==> config.mk <==
export PLATFORM = sky130hd
export DESIGN_NAME = inference_sequencer
export DESIGN_NICKNAME = d
export VERILOG_FILES = /design/src/rtl/inference_sequencer.sv
export SDC_FILE = /design/constraint.sdc
export NUM_CORES = 1
export LEC_CHECK = 0
export CAP_MARGIN = 15
export CORE_ASPECT_RATIO = 2
export CORE_UTILIZATION = 25
export DETAILED_ROUTE_END_ITERATION = 8
export PLACE_DENSITY = 0.57
export RECOVER_POWER = 50
export SYNTH_ARGS = -nofsm -noshare
export SYNTH_HDL_FRONTEND = slang
export SYNTH_SLANG_ARGS = --single-unit
==> constraint.sdc <==
create_clock -name clk -period 5.25 [get_ports clk]
set_clock_uncertainty 0.2 [all_clocks]
set_input_delay 0.7875 -clock clk [delete_from_list [all_inputs] [get_ports clk]]
set_output_delay 0.7875 -clock clk [all_outputs]
set_load 0.02 [all_outputs]
==> src/rtl/inference_sequencer.sv <==
// Sequences decision-tree programming and market-sample traversals for an
// external inference engine, queuing samples and returning one result per sample.
module inference_sequencer #(
  parameter int MAX_NODES   = 64,
  parameter int ADDR_WIDTH  = $clog2(MAX_NODES),
  parameter int FIFO_DEPTH  = 4,
  parameter int TIMEOUT_CYC = MAX_NODES + 4
) (
  input  logic                      clk,
  input  logic                      rst,
  input  logic                      cfg_valid,
  output logic                      cfg_ready,
  input  logic [ADDR_WIDTH-1:0]     cfg_addr,
  input  logic [2*ADDR_WIDTH+11:0]  cfg_node,
  input  logic                      cfg_last,
  input  logic                      mkt_valid,
  output logic                      mkt_ready,
  input  logic [7:0]                mkt_data,
  output logic                      dt_sw_we,
  output logic [ADDR_WIDTH-1:0]     dt_sw_addr,
  output logic                      dt_sw_is_leaf,
  output logic [7:0]                dt_sw_threshold,
  output logic                      dt_sw_less_than,
  output logic [ADDR_WIDTH-1:0]     dt_sw_left_idx,
  output logic [ADDR_WIDTH-1:0]     dt_sw_right_idx,
  output logic [1:0]                dt_sw_action,
  output logic [7:0]                dt_market_input,
  output logic                      dt_start,
  input  logic [1:0]                dt_action,
  input  logic                      dt_action_valid,
  output logic                      res_valid,
  input  logic                      res_ready,
  output logic [1:0]                res_action,
  output logic [7:0]                res_market,
  output logic                      tree_loaded,
  output logic                      timeout_err
);

  localparam int PTR_W = $clog2(FIFO_DEPTH);
  localparam int CNT_W = $clog2(TIMEOUT_CYC + 1);

  typedef enum logic [2:0] {LOAD, IDLE, START, WAIT, RESULT} state_t;

  state_t state, state_n;

  logic [7:0]       fifo_mem [FIFO_DEPTH];
  logic [PTR_W-1:0] wr_ptr, rd_ptr;
  logic [PTR_W:0]   fifo_cnt;
  logic             fifo_full, fifo_empty, push, pop;
  logic             cfg_beat, timeout_hit;
  logic [CNT_W-1:0] wait_cnt;

  assign fifo_full  = (fifo_cnt == (PTR_W+1)'(FIFO_DEPTH));
  assign fifo_empty = (fifo_cnt == '0);
  assign mkt_ready  = ~fifo_full;
  assign push       = mkt_valid & ~fifo_full;
  assign cfg_beat   = cfg_valid & cfg_ready;

  always_ff @(posedge clk or posedge rst) begin
    if (rst) state <= LOAD;
    else     state <= state_n;
  end

  always_comb begin
    state_n     = state;
    cfg_ready   = 1'b0;
    dt_start    = 1'b0;
    res_valid   = 1'b0;
    pop         = 1'b0;
    timeout_hit = 1'b0;
    case (state)
      LOAD: begin
        cfg_ready = 1'b1;
        if (cfg_beat && cfg_last) state_n = IDLE;
      end
      IDLE: begin
        cfg_ready = 1'b1;
        // A pending reload always beats a queued sample.
        if (cfg_beat) begin
          state_n = cfg_last ? IDLE : LOAD;
        end else if (tree_loaded && !fifo_empty && !cfg_valid) begin
          pop     = 1'b1;
          state_n = START;
        end
      end
      START: begin
        dt_start = 1'b1;
        state_n  = WAIT;
      end
      WAIT: begin
        if (dt_action_valid) begin
          state_n = RESULT;
        end else if (wait_cnt == CNT_W'(TIMEOUT_CYC - 1)) begin
          timeout_hit = 1'b1;
          state_n     = RESULT;
        end
      end
      RESULT: begin
        res_valid = 1'b1;
        if (res_ready) state_n = IDLE;
      end
      default: state_n = LOAD;
    endcase
  end

  always_ff @(posedge clk) begin
    if (push) fifo_mem[wr_ptr] <= mkt_data;
  end

  always_ff @(posedge clk or posedge rst) begin
    if (rst) begin
      wr_ptr   <= '0;
      rd_ptr   <= '0;
      fifo_cnt <= '0;
    end else begin
      if (push) wr_ptr <= wr_ptr + 1'b1;
      if (pop)  rd_ptr <= rd_ptr + 1'b1;
      case ({push, pop})
        2'b10:   fifo_cnt <= fifo_cnt + 1'b1;
        2'b01:   fifo_cnt <= fifo_cnt - 1'b1;
        default: fifo_cnt <= fifo_cnt;
      endcase
    end
  end

  always_ff @(posedge clk or posedge rst) begin
    if (rst) begin
      dt_sw_we        <= 1'b0;
      dt_sw_addr      <= '0;
      dt_sw_is_leaf   <= 1'b0;
      dt_sw_threshold <= '0;
      dt_sw_less_than <= 1'b0;
      dt_sw_left_idx  <= '0;
      dt_sw_right_idx <= '0;
      dt_sw_action    <= '0;
      tree_loaded     <= 1'b0;
    end else begin
      dt_sw_we <= cfg_beat;
      if (cfg_beat) begin
        dt_sw_addr <= cfg_addr;
        {dt_sw_is_leaf, dt_sw_threshold, dt_sw_less_than,
         dt_sw_left_idx, dt_sw_right_idx, dt_sw_action} <= cfg_node;
        // Any beat invalidates the resident image until its last beat lands.
        tree_loaded <= cfg_last;
      end
    end
  end

  always_ff @(posedge clk or posedge rst) begin
    if (rst) begin
      dt_market_input <= '0;
      res_market      <= '0;
      res_action      <= '0;
      timeout_err     <= 1'b0;
      wait_cnt        <= '0;
    end else begin
      if (pop) begin
        dt_market_input <= fifo_mem[rd_ptr];
        res_market      <= fifo_mem[rd_ptr];
      end
      if (state == WAIT) wait_cnt <= wait_cnt + 1'b1;
      else               wait_cnt <= '0;
      if (state == WAIT && dt_action_valid) res_action <= dt_action;
      else if (timeout_hit)                 res_action <= '0;
      if (timeout_hit) timeout_err <= 1'b1;
    end
  end

endmodule

==> run metrics, run 1 <==
outcome finished with violations; failing checks max-capacitance violations, max-slew violations; Peak Freq 313.6 MHz; Post-Route Setup TNS 0 ns; Rows 63; Sw Share 33.68%; commonest non-fill, non-tap cell in the layout clkdlybuf4s50_1; number of iterations in the first detailed-routing pass 4; Comb power frac 40.7%; Hold Buf Count CTS 0; Critical Path Start Type input pin; vias 2,291; Clock Tree Root clkbuf_16; reg2reg start state[2]$_DFFE_PP0P_; # port buffers 101; die footprint 15,600 um^2; H-tree levels 3; top_reg_cell synth dfrtp_1; vias in the first global route 2,484; die height 175.6 um; Antenna Nets Post-Route 0; initial core utilization 25.57%; Slew Viols, Final 33; Seq cells post-synth 92; CTS tree built; dpl cell area 4943 um^2; chip width 88.82 um; fillers 1,443; part of the power in registers 38.2%; GRT Overall Usage 11.33%; Avg Vias per Cell 4.258; Worst EP arrival 3.21 ns; pwr dens 586.9 nW/um^2; ys async rst share 65.22%; post-layout instance area 5243 um^2; Critical Path RT 5.27 ns; Area growth syn-to-layout 39.11%; I/O pins 102; Setup violations, final 0; cell count after synthesis 239; HP Start wait_cnt[0]$_DFF_PP0_; Post-synth EDFFs 32; GPL Wtd Cong 0.6921; non-filler cells, final 538; Residual DRC 0; critical path startpoint cfg_valid; CTS resizes 0; Synthesized Nets 293; crit end category flop; Post-CTS Setup Inserts 0; WL per Instance 15.03 um; Max Cap Viol 1; layout cells sized above 1 19.88%; Internal 2.041 mW; largest net degree at the start of global routing 33; Distinct cells, synth 42; most frequent cells in the layout clkdlybuf4s50_1 (90), dfrtp_1 (60), mux2_2 (40); critical path class in2reg; initial antenna violation count 1; final hold viol count 0; global route total overflow 0; VDD IR max 0.0001835 V; Core Area 14,740 um^2; WL final 8084 um; crit path time final 3.189 ns; NetSw 1.036 mW; average size of a mapped cell 15.77 um^2; fin crit share 60.74%; Hold WS 0.2722 ns; HPWL Detailed 6032 um; DP Worst Slack 1.815 ns; Sink Count 92; Leak 2.040 nW; HP Class reg2reg; Num CTS Buffers 9; sequential share of the synthesized area 65.34%; clock power share 21.1%; Slew headroom -14.59%; Worst Path Max Fanout 32; Ys Warns 0; Final nets 391; Worst-path clk slew 0.07 ns; RSZ-0062 raised after global routing no; Post-Syn Area 3769 um^2; crit path setup slack, layout 2.061 ns; Worst-Margin Slew 1.719 ns; worst-skew pair later-pin latency 0.34 ns; global-route wire length before repair 12,890 um; Post-Place Cells 521; CTS Buffer Depth 2; DR iter-0 viols 103
[routing by layer]
| layer | part of all wire (%) | vias up | track usage, % | routed length (um) |
|---|---|---|---|---|
| met2 | 59 | 56 | 20.90 | 4744 |
| li1 | - | 1065 | - | - |
| met5 | 0 | - | 0 | 0 |
| met4 | 4.0 | 0 | 7.124 | 323 |
| met1 | 34 | 1154 | 10.97 | 2720 |
| met3 | 3.7 | 16 | 2.303 | 296 |
[synth_stat cells, types with 2 or more instances]
library cell / instances / share of area (%)
a21oi_1: 3 / 0.40
xor2_1: 5 / 1.2
mux2_2: 40 / 12
xnor2_1: 4 / 0.93
and3_1: 4 / 0.66
and2_1: 2 / 0.33
nand2b_1: 2 / 0.33
nand2_1: 4 / 0.40
nor3b_1: 2 / 0.40
ha_1: 6 / 2.0
mux4_2: 8 / 4.8
nand3_1: 2 / 0.27
clkbuf_1: 3 / 0.30
o21ai_0: 2 / 0.27
nand3b_1: 2 / 0.40
nor2_1: 8 / 0.80
inv_1: 12 / 1.2
dfrtp_1: 60 / 40
nor4_1: 2 / 0.33
or3_1: 3 / 0.50
a311o_1: 2 / 0.53
buf_4: 8 / 1.6
a22oi_1: 2 / 0.40
buf_2: 4 / 0.53
edfxtp_1: 32 / 25
[registers in the layout, summed over array words and instances (netlist names), 2 cells and up]
register,cells
dt_sw_action,2
dt_sw_addr,6
dt_sw_left_idx,6
dt_sw_right_idx,6
dt_sw_threshold,8
fifo_cnt,3
fifo_mem,32
rd_ptr,2
res_action,2
res_market,8
state,3
wait_cnt,7
wr_ptr,2
[path summary, 6_finish.rpt]
path	endpoint	slack, ns	cells past startpoint
max	dt_sw_threshold[6]$_DFFE_PP0N_	2.06	4
max in group asynchronous	res_market[1]$_DFFE_PP0P_	2.78	3
max reg2reg	dt_sw_threshold[6]$_DFFE_PP0N_	2.49	4
min reg2reg	wait_cnt[0]$_DFF_PP0_	0.27	1
min in group asynchronous	dt_sw_less_than$_DFFE_PP0N_	1.01	2
min	wait_cnt[0]$_DFF_PP0_	0.27	1
[logic make-up after synthesis]
logic type | share of synthesized area [%]
fa+ha+maj | 2.523
compound gates | 3.320
xor+xnor | 2.091
buf+inv | 3.718
mux | 17.00
flops | 65.34
simple gates | 6.009
[worst max-delay path, cell delays in order]
cell           delay (ns)
dlygate4sd3_1        0.59
and2_1               0.14
clkbuf_1             1.23
mux2_2               0.45
[through the flow]
step	utilization (%)	power, mW
2_1_floorplan	-	1.916
3_3_place_gp	33.54	2.432
3_5_place_dp	33.54	2.469
4_1_cts	35.57	3.132
5_1_grt	35.57	3.258
6_report	35.57	3.077
[power groups by stage]
stage,sequential [mW],combinational (mW),clock [mW]
4_1_cts,1.19,1.27,0.674
2_1_floorplan,1.34,0.581,0
3_3_place_gp,1.18,1.25,0
5_1_grt,1.22,1.34,0.700
3_5_place_dp,1.20,1.27,0
6_report,1.17,1.25,0.651
[area by class of cell]
class | count | area [um^2] | area share (%)
Sequential cell | 92 | 2462 | 46.97
Multi-Input combinational cell | 119 | 1166 | 22.24
Timing Repair Buffer | 103 | 1022 | 19.50
Tap cell | 195 | 244.0 | 4.654
Clock buffer | 9 | 225.2 | 4.296
Clock inverter | 7 | 75.07 | 1.432
Inverter | 12 | 45.04 | 0.8592
Antenna cell | 1 | 2.502 | 0.04773
Power figures use the tool's default switching activity.
==> run 2: changes to the inputs <==
==> constraint.sdc (replaced) <==
create_clock -name clk -period 3.2 [get_ports clk]
set_clock_uncertainty 0.2 [all_clocks]
set_input_delay 0.48 -clock clk [delete_from_list [all_inputs] [get_ports clk]]
set_output_delay 0.48 -clock clk [all_outputs]
set_load 0.02 [all_outputs]
==> run 2 against run 1 <==
Compared with the run above: the run still ends with max-capacitance violations, max-slew violations left; global-route usage shrank 0.28 points; sequential cell count stayed put; non-clock buffer count grew 2; combinational power up 64%.
==> run metrics, run 2 (same netlist as run 1, synthesis figures left out) <==
WL final 8119 um; most frequent cells in the layout clkdlybuf4s50_1 (92), dfrtp_1 (60), mux2_2 (40); crit path setup slack, layout 0.6542 ns; RSZ-0062 raised after global routing no; Post-Route Setup TNS 0 ns; die height 175.6 um; largest net degree at the start of global routing 61; Worst EP arrival 2.60 ns; HP Class reg2reg; CTS tree built; VDD IR max 0.0002852 V; Hold Buf Count CTS 0; Rows 63; Crit path largest cell delay 0.48 ns; Leak 2.047 nW; pwr dens 967.3 nW/um^2; global route total overflow 0; H-tree levels 3; worst-path cell chain or3b_1 -> and2_0 -> inv_1 -> ha_1 -> inv_1 -> fa_1 -> xor2_1 -> nor2_1 -> xor2_1; Overall Power 5.093 mW; CTS resizes 0; largest register by flop count fifo_mem; post-layout instance area 5265 um^2; Antenna Nets Post-Route 0; Slew headroom -3.758%; vias in the first global route 2,342; global-route wire length before repair 12,570 um; chip width 88.82 um; crit path time final 2.546 ns; # port buffers 101; Critical Path Start Type flop; final hold viol count 0; number of iterations in the first detailed-routing pass 4; Peak Freq 392.8 MHz; dpl cell area 4971 um^2; HPWL Detailed 5916 um; Max Cap Viol 1; layout cells sized above 1 19.77%; crit end category flop; Regs by FF count fifo_mem x32, dt_sw_threshold x8, res_market x8; worst-skew pair later-pin latency 0.34 ns; DP Worst Slack 0.4567 ns; max reg flops 32; Clock Tree Root clkbuf_16; Num CTS Buffers 9; Core Area 14,740 um^2; critical path class reg2reg; CTS Buffer Depth 2; Area growth syn-to-layout 39.71%; die footprint 15,600 um^2; WL per Instance 15.06 um; Sink Count 92; Slew Viols, Final 61; commonest non-fill, non-tap cell in the layout clkdlybuf4s50_1; Hold WS 0.2594 ns; Critical Path RT 3.26 ns; Final nets 393; failing checks max-capacitance violations, max-slew violations; fin crit share 79.56%; Avg Vias per Cell 4.223; Worst Path Max Fanout 6; # diodes 0; GPL Wtd Cong 0.7132; vias 2,276; I/O pins 102; DR iter-0 viols 96; initial core utilization 25.57%; Setup violations, final 0; GRT Overall Usage 11.04%; Worst-path clk slew 0.06 ns; outcome finished with violations; Crit-path slowest cell or3b_1; Residual DRC 0; Post-CTS Setup Inserts 0; initial antenna violation count 0; Worst-Margin Slew 1.556 ns
[run 2: area by class of cell]
class | count | area [um^2]
timing repair buffer | 105 | 1031
multi-input combinational | 119 | 1166
clock buffer | 11 | 254.0
sequential | 92 | 2462
inverter | 12 | 45.04
tap | 195 | 244.0
clock inverter | 5 | 62.56
fill | 1438 | 9475
[run 2: worst paths after layout]
| check | from | depth (start not counted) | slack (ns) | endpoint |
|---|---|---|---|---|
| min | wait_cnt[0]$_DFF_PP0_ | 1 | 0.26 | wait_cnt[0]$_DFF_PP0_ |
| min in group asynchronous | rst | 3 | 0.92 | dt_sw_is_leaf$_DFFE_PP0N_ |
| max | fifo_cnt[0]$_DFFE_PP0P_ | 9 | 0.65 | fifo_cnt[2]$_DFFE_PP0P_ |
| min reg2reg | wait_cnt[0]$_DFF_PP0_ | 1 | 0.26 | wait_cnt[0]$_DFF_PP0_ |
| max in group asynchronous | rst | 3 | 0.96 | wr_ptr[1]$_DFFE_PP0P_ |
| max reg2reg | fifo_cnt[0]$_DFFE_PP0P_ | 9 | 0.65 | fifo_cnt[2]$_DFFE_PP0P_ |
[run 2: critical path, delay by kind of cell (launching register included)]
family	cells	cell delay [ns]
xor+xnor	2	0.30
simple gates	3	0.84
flops	1	0.42
buf+inv	2	0.15
fa+ha+maj	2	0.55
[run 2: where the power goes]
part,switching (mW),internal [mW]
clock network,0.466,0.661
registers,0.278,1.64
logic,0.954,1.09
total,1.70,3.39
[run 2: layer usage]
metal	vias up	global-route usage (%)	wire length, um
met5	-	0	0
met4	0	5.444	227
met3	15	2.397	352
met2	58	20.61	4770
met1	1141	11.06	2768
li1	1062	-	-
[run 2: through the flow]
stage | instances | util [%]
3_5_place_dp | 523 | 33.72
3_3_place_gp | 523 | 33.72
6_report | 539 | 35.72
5_1_grt | 539 | 35.72
4_1_cts | 539 | 35.87
2_1_floorplan | 239 | -
==> run 3: changes to the inputs <==
--- a/config.mk
+++ b/config.mk
@@ -9,7 +9,7 @@
 export CORE_ASPECT_RATIO = 2
 export CORE_UTILIZATION = 25
 export DETAILED_ROUTE_END_ITERATION = 8
-export PLACE_DENSITY = 0.57
+export PLACE_DENSITY = 0.59
 export RECOVER_POWER = 50
 export SYNTH_ARGS = -nofsm -noshare
 export SYNTH_HDL_FRONTEND = slang
==> constraint.sdc (replaced) <==
create_clock -name clk -period 2.3 [get_ports clk]
set_clock_uncertainty 0.2 [all_clocks]
set_input_delay 0.345 -clock clk [delete_from_list [all_inputs] [get_ports clk]]
set_output_delay 0.345 -clock clk [all_outputs]
set_load 0.02 [all_outputs]
==> run 3 against run 2 <==
Compared with the run above: the flow now finishes without violations; register-to-register slack got worse by 0.56 ns; worst setup slack got worse by 0.56 ns; clock-buffer cell count fell by 1; largest power group unchanged; sequential cell count did not move.
==> run metrics, run 3 (same netlist as run 1, synthesis figures left out) <==
crit path time final 2.210 ns; final hold viol count 0; initial core utilization 25.57%; WL final 8091 um; Worst Path Max Fanout 7; fillers 1,458; Core Area 14,740 um^2; Overall Power 7.245 mW; Critical Path Start Type flop; Antenna Nets Post-Route 0; crit path setup slack, layout 0.09000 ns; r2r endpoint fifo_cnt[2]$_DFFE_PP0P_; largest register by flop count fifo_mem; vias 2,343; fin crit share 96.09%; HPWL Detailed 5930 um; DP Worst Slack -0.1911 ns; hold depth 1; global route total overflow 0; Hold EP wait_cnt[0]$_DFF_PP0_; CTS Buffer Depth 2; critical path class reg2out; GPL Wtd Cong 0.7433; HP Start wait_cnt[0]$_DFF_PP0_; worst-skew pair later-pin latency 0.33 ns; DR iter-0 viols 97; Final nets 410; R2R Setup Slk 0.09 ns; non-filler cells, final 556; Post-Place Cells 539; HP Class reg2reg; outcome completed; Residual DRC 0; Rows 63; R2R depth 9; reg2reg start fifo_cnt[1]$_DFFE_PP0P_; Worst-Margin Slew 1.419 ns; Area growth syn-to-layout 43.82%; Sink Count 92; Worst EP arrival 1.67 ns; Peak Freq 452.5 MHz; vias in the first global route 2,381; # port buffers 101; Met3 Routed Length 270 um; met2 routed WL 4788 um; Leak 2.132 nW; Num CTS Buffers 9; Clock Tree Root clkbuf_16; GRT Overall Usage 10.89%; Slew headroom 5.375%; die height 175.6 um; number of iterations in the first detailed-routing pass 4; CTS tree built; VDD IR max 0.0005091 V; initial antenna violation count 0; H-tree levels 3; global-route wire length before repair 12,400 um; largest net degree at the start of global routing 61; I/O pins 102; most frequent cells in the layout clkdlybuf4s50_1 (89), dfrtp_1 (60), mux2_2 (40); Hold Buf Count CTS 0; Regs by FF count fifo_mem x32, dt_sw_threshold x8, res_market x8; crit end category output port; Avg Vias per Cell 4.214; Critical Path RT 1.75 ns; Slew Viols, Final 0; Max Used Layer met4; layout cells sized above 1 24.38%; WL per Instance 14.55 um; die footprint 15,600 um^2; commonest non-fill, non-tap cell in the layout clkdlybuf4s50_1; chip width 88.82 um; Worst-path clk slew 0.06 ns; Setup violations, final 0; critical path startpoint state[2]$_DFFE_PP0P_; Metal-1 WL 2803 um; pwr dens 1337 nW/um^2; Max Cap Viol 0; max reg flops 32; # diodes 0
[run 3: changes by cell type in the layout (fill, tap and decap cells not counted), sizes merged]
| cell | before | now |
|---|---|---|
| buf | 1 | 16 |
| clkdlybuf4s50 | 92 | 89 |
| dlygate4sd2 | 0 | 3 |
| inv | 14 | 11 |
| clkinv | 2 | 4 |
| bufinv | 1 | 2 |
| clkbuf | 14 | 15 |
| clkinvlp | 0 | 1 |
[run 3: area by class of cell]
type | instances | area, um^2 | area share, %
Tap cell | 195 | 244.0 | 4.501
Multi-Input combinational cell | 119 | 1191 | 21.98
Clock inverter | 6 | 88.84 | 1.639
Clock buffer | 10 | 229.0 | 4.224
Inverter | 12 | 45.04 | 0.8310
Sequential cell | 92 | 2462 | 45.43
Timing Repair Buffer | 122 | 1160 | 21.40
[run 3: timing repair]
action | in CTS | in global routing
buffers inserted | 0 | 1
gates resized for setup | 7 | 3
pin swaps | 3 | 3
setup endpoints to repair | 4 | 1
[run 3: how the worst max path moves through the flow]
stage                               to  slack [ns]  depth (start not counted)
2_1_floorplan  fifo_cnt[2]$_DFFE_PP0P_       -0.18                          8
3_3_place_gp   fifo_cnt[2]$_DFFE_PP0P_       -0.17                          9
3_5_place_dp   fifo_cnt[2]$_DFFE_PP0P_       -0.19                          9
4_1_cts        fifo_cnt[2]$_DFFE_PP0P_       0.007                          9
5_1_grt        fifo_cnt[2]$_DFFE_PP0P_      -0.002                          8
6_report                     cfg_ready        0.09                          3
[run 3: layer usage]
metal / vias to the layer above / global-route usage [%]
li1: 1102 / -
met1: 1178 / 10.82
met2: 52 / 20.64
met3: 11 / 2.209
met4: 0 / 5.108
met5: - / 0
[run 3: stage by stage]
| step | util, % | area [um^2] | hold WS, ns | setup TNS (ns) |
|---|---|---|---|---|
| after floorplan | - | 3769 | 0.2329 | -0.1824 |
| after global placement | 34.62 | 5104 | 0.2496 | -0.1676 |
| after detailed placement | 34.62 | 5104 | 0.2504 | -0.2017 |
| after CTS | 36.84 | 5430 | 0.2186 | 0 |
| after global routing | 36.77 | 5420 | 0.2754 | -0.002034 |
| final | 36.77 | 5420 | 0.2576 | 0 |
[run 3: report_power, final]
group          internal (mW)  total, mW  switching (mW)
Sequential              2.29       2.59           0.302
Clock                  0.953       1.56           0.606
Combinational           1.65       3.10            1.45
Total                   4.89       7.25            2.36
[run 3: worst max-delay path, cell delays in order (launching register included)]
cell and delay, ns:
dfrtp_1 0.38, buf_4 0.15, nor2_1 0.13, clkdlybuf4s50_1 0.68
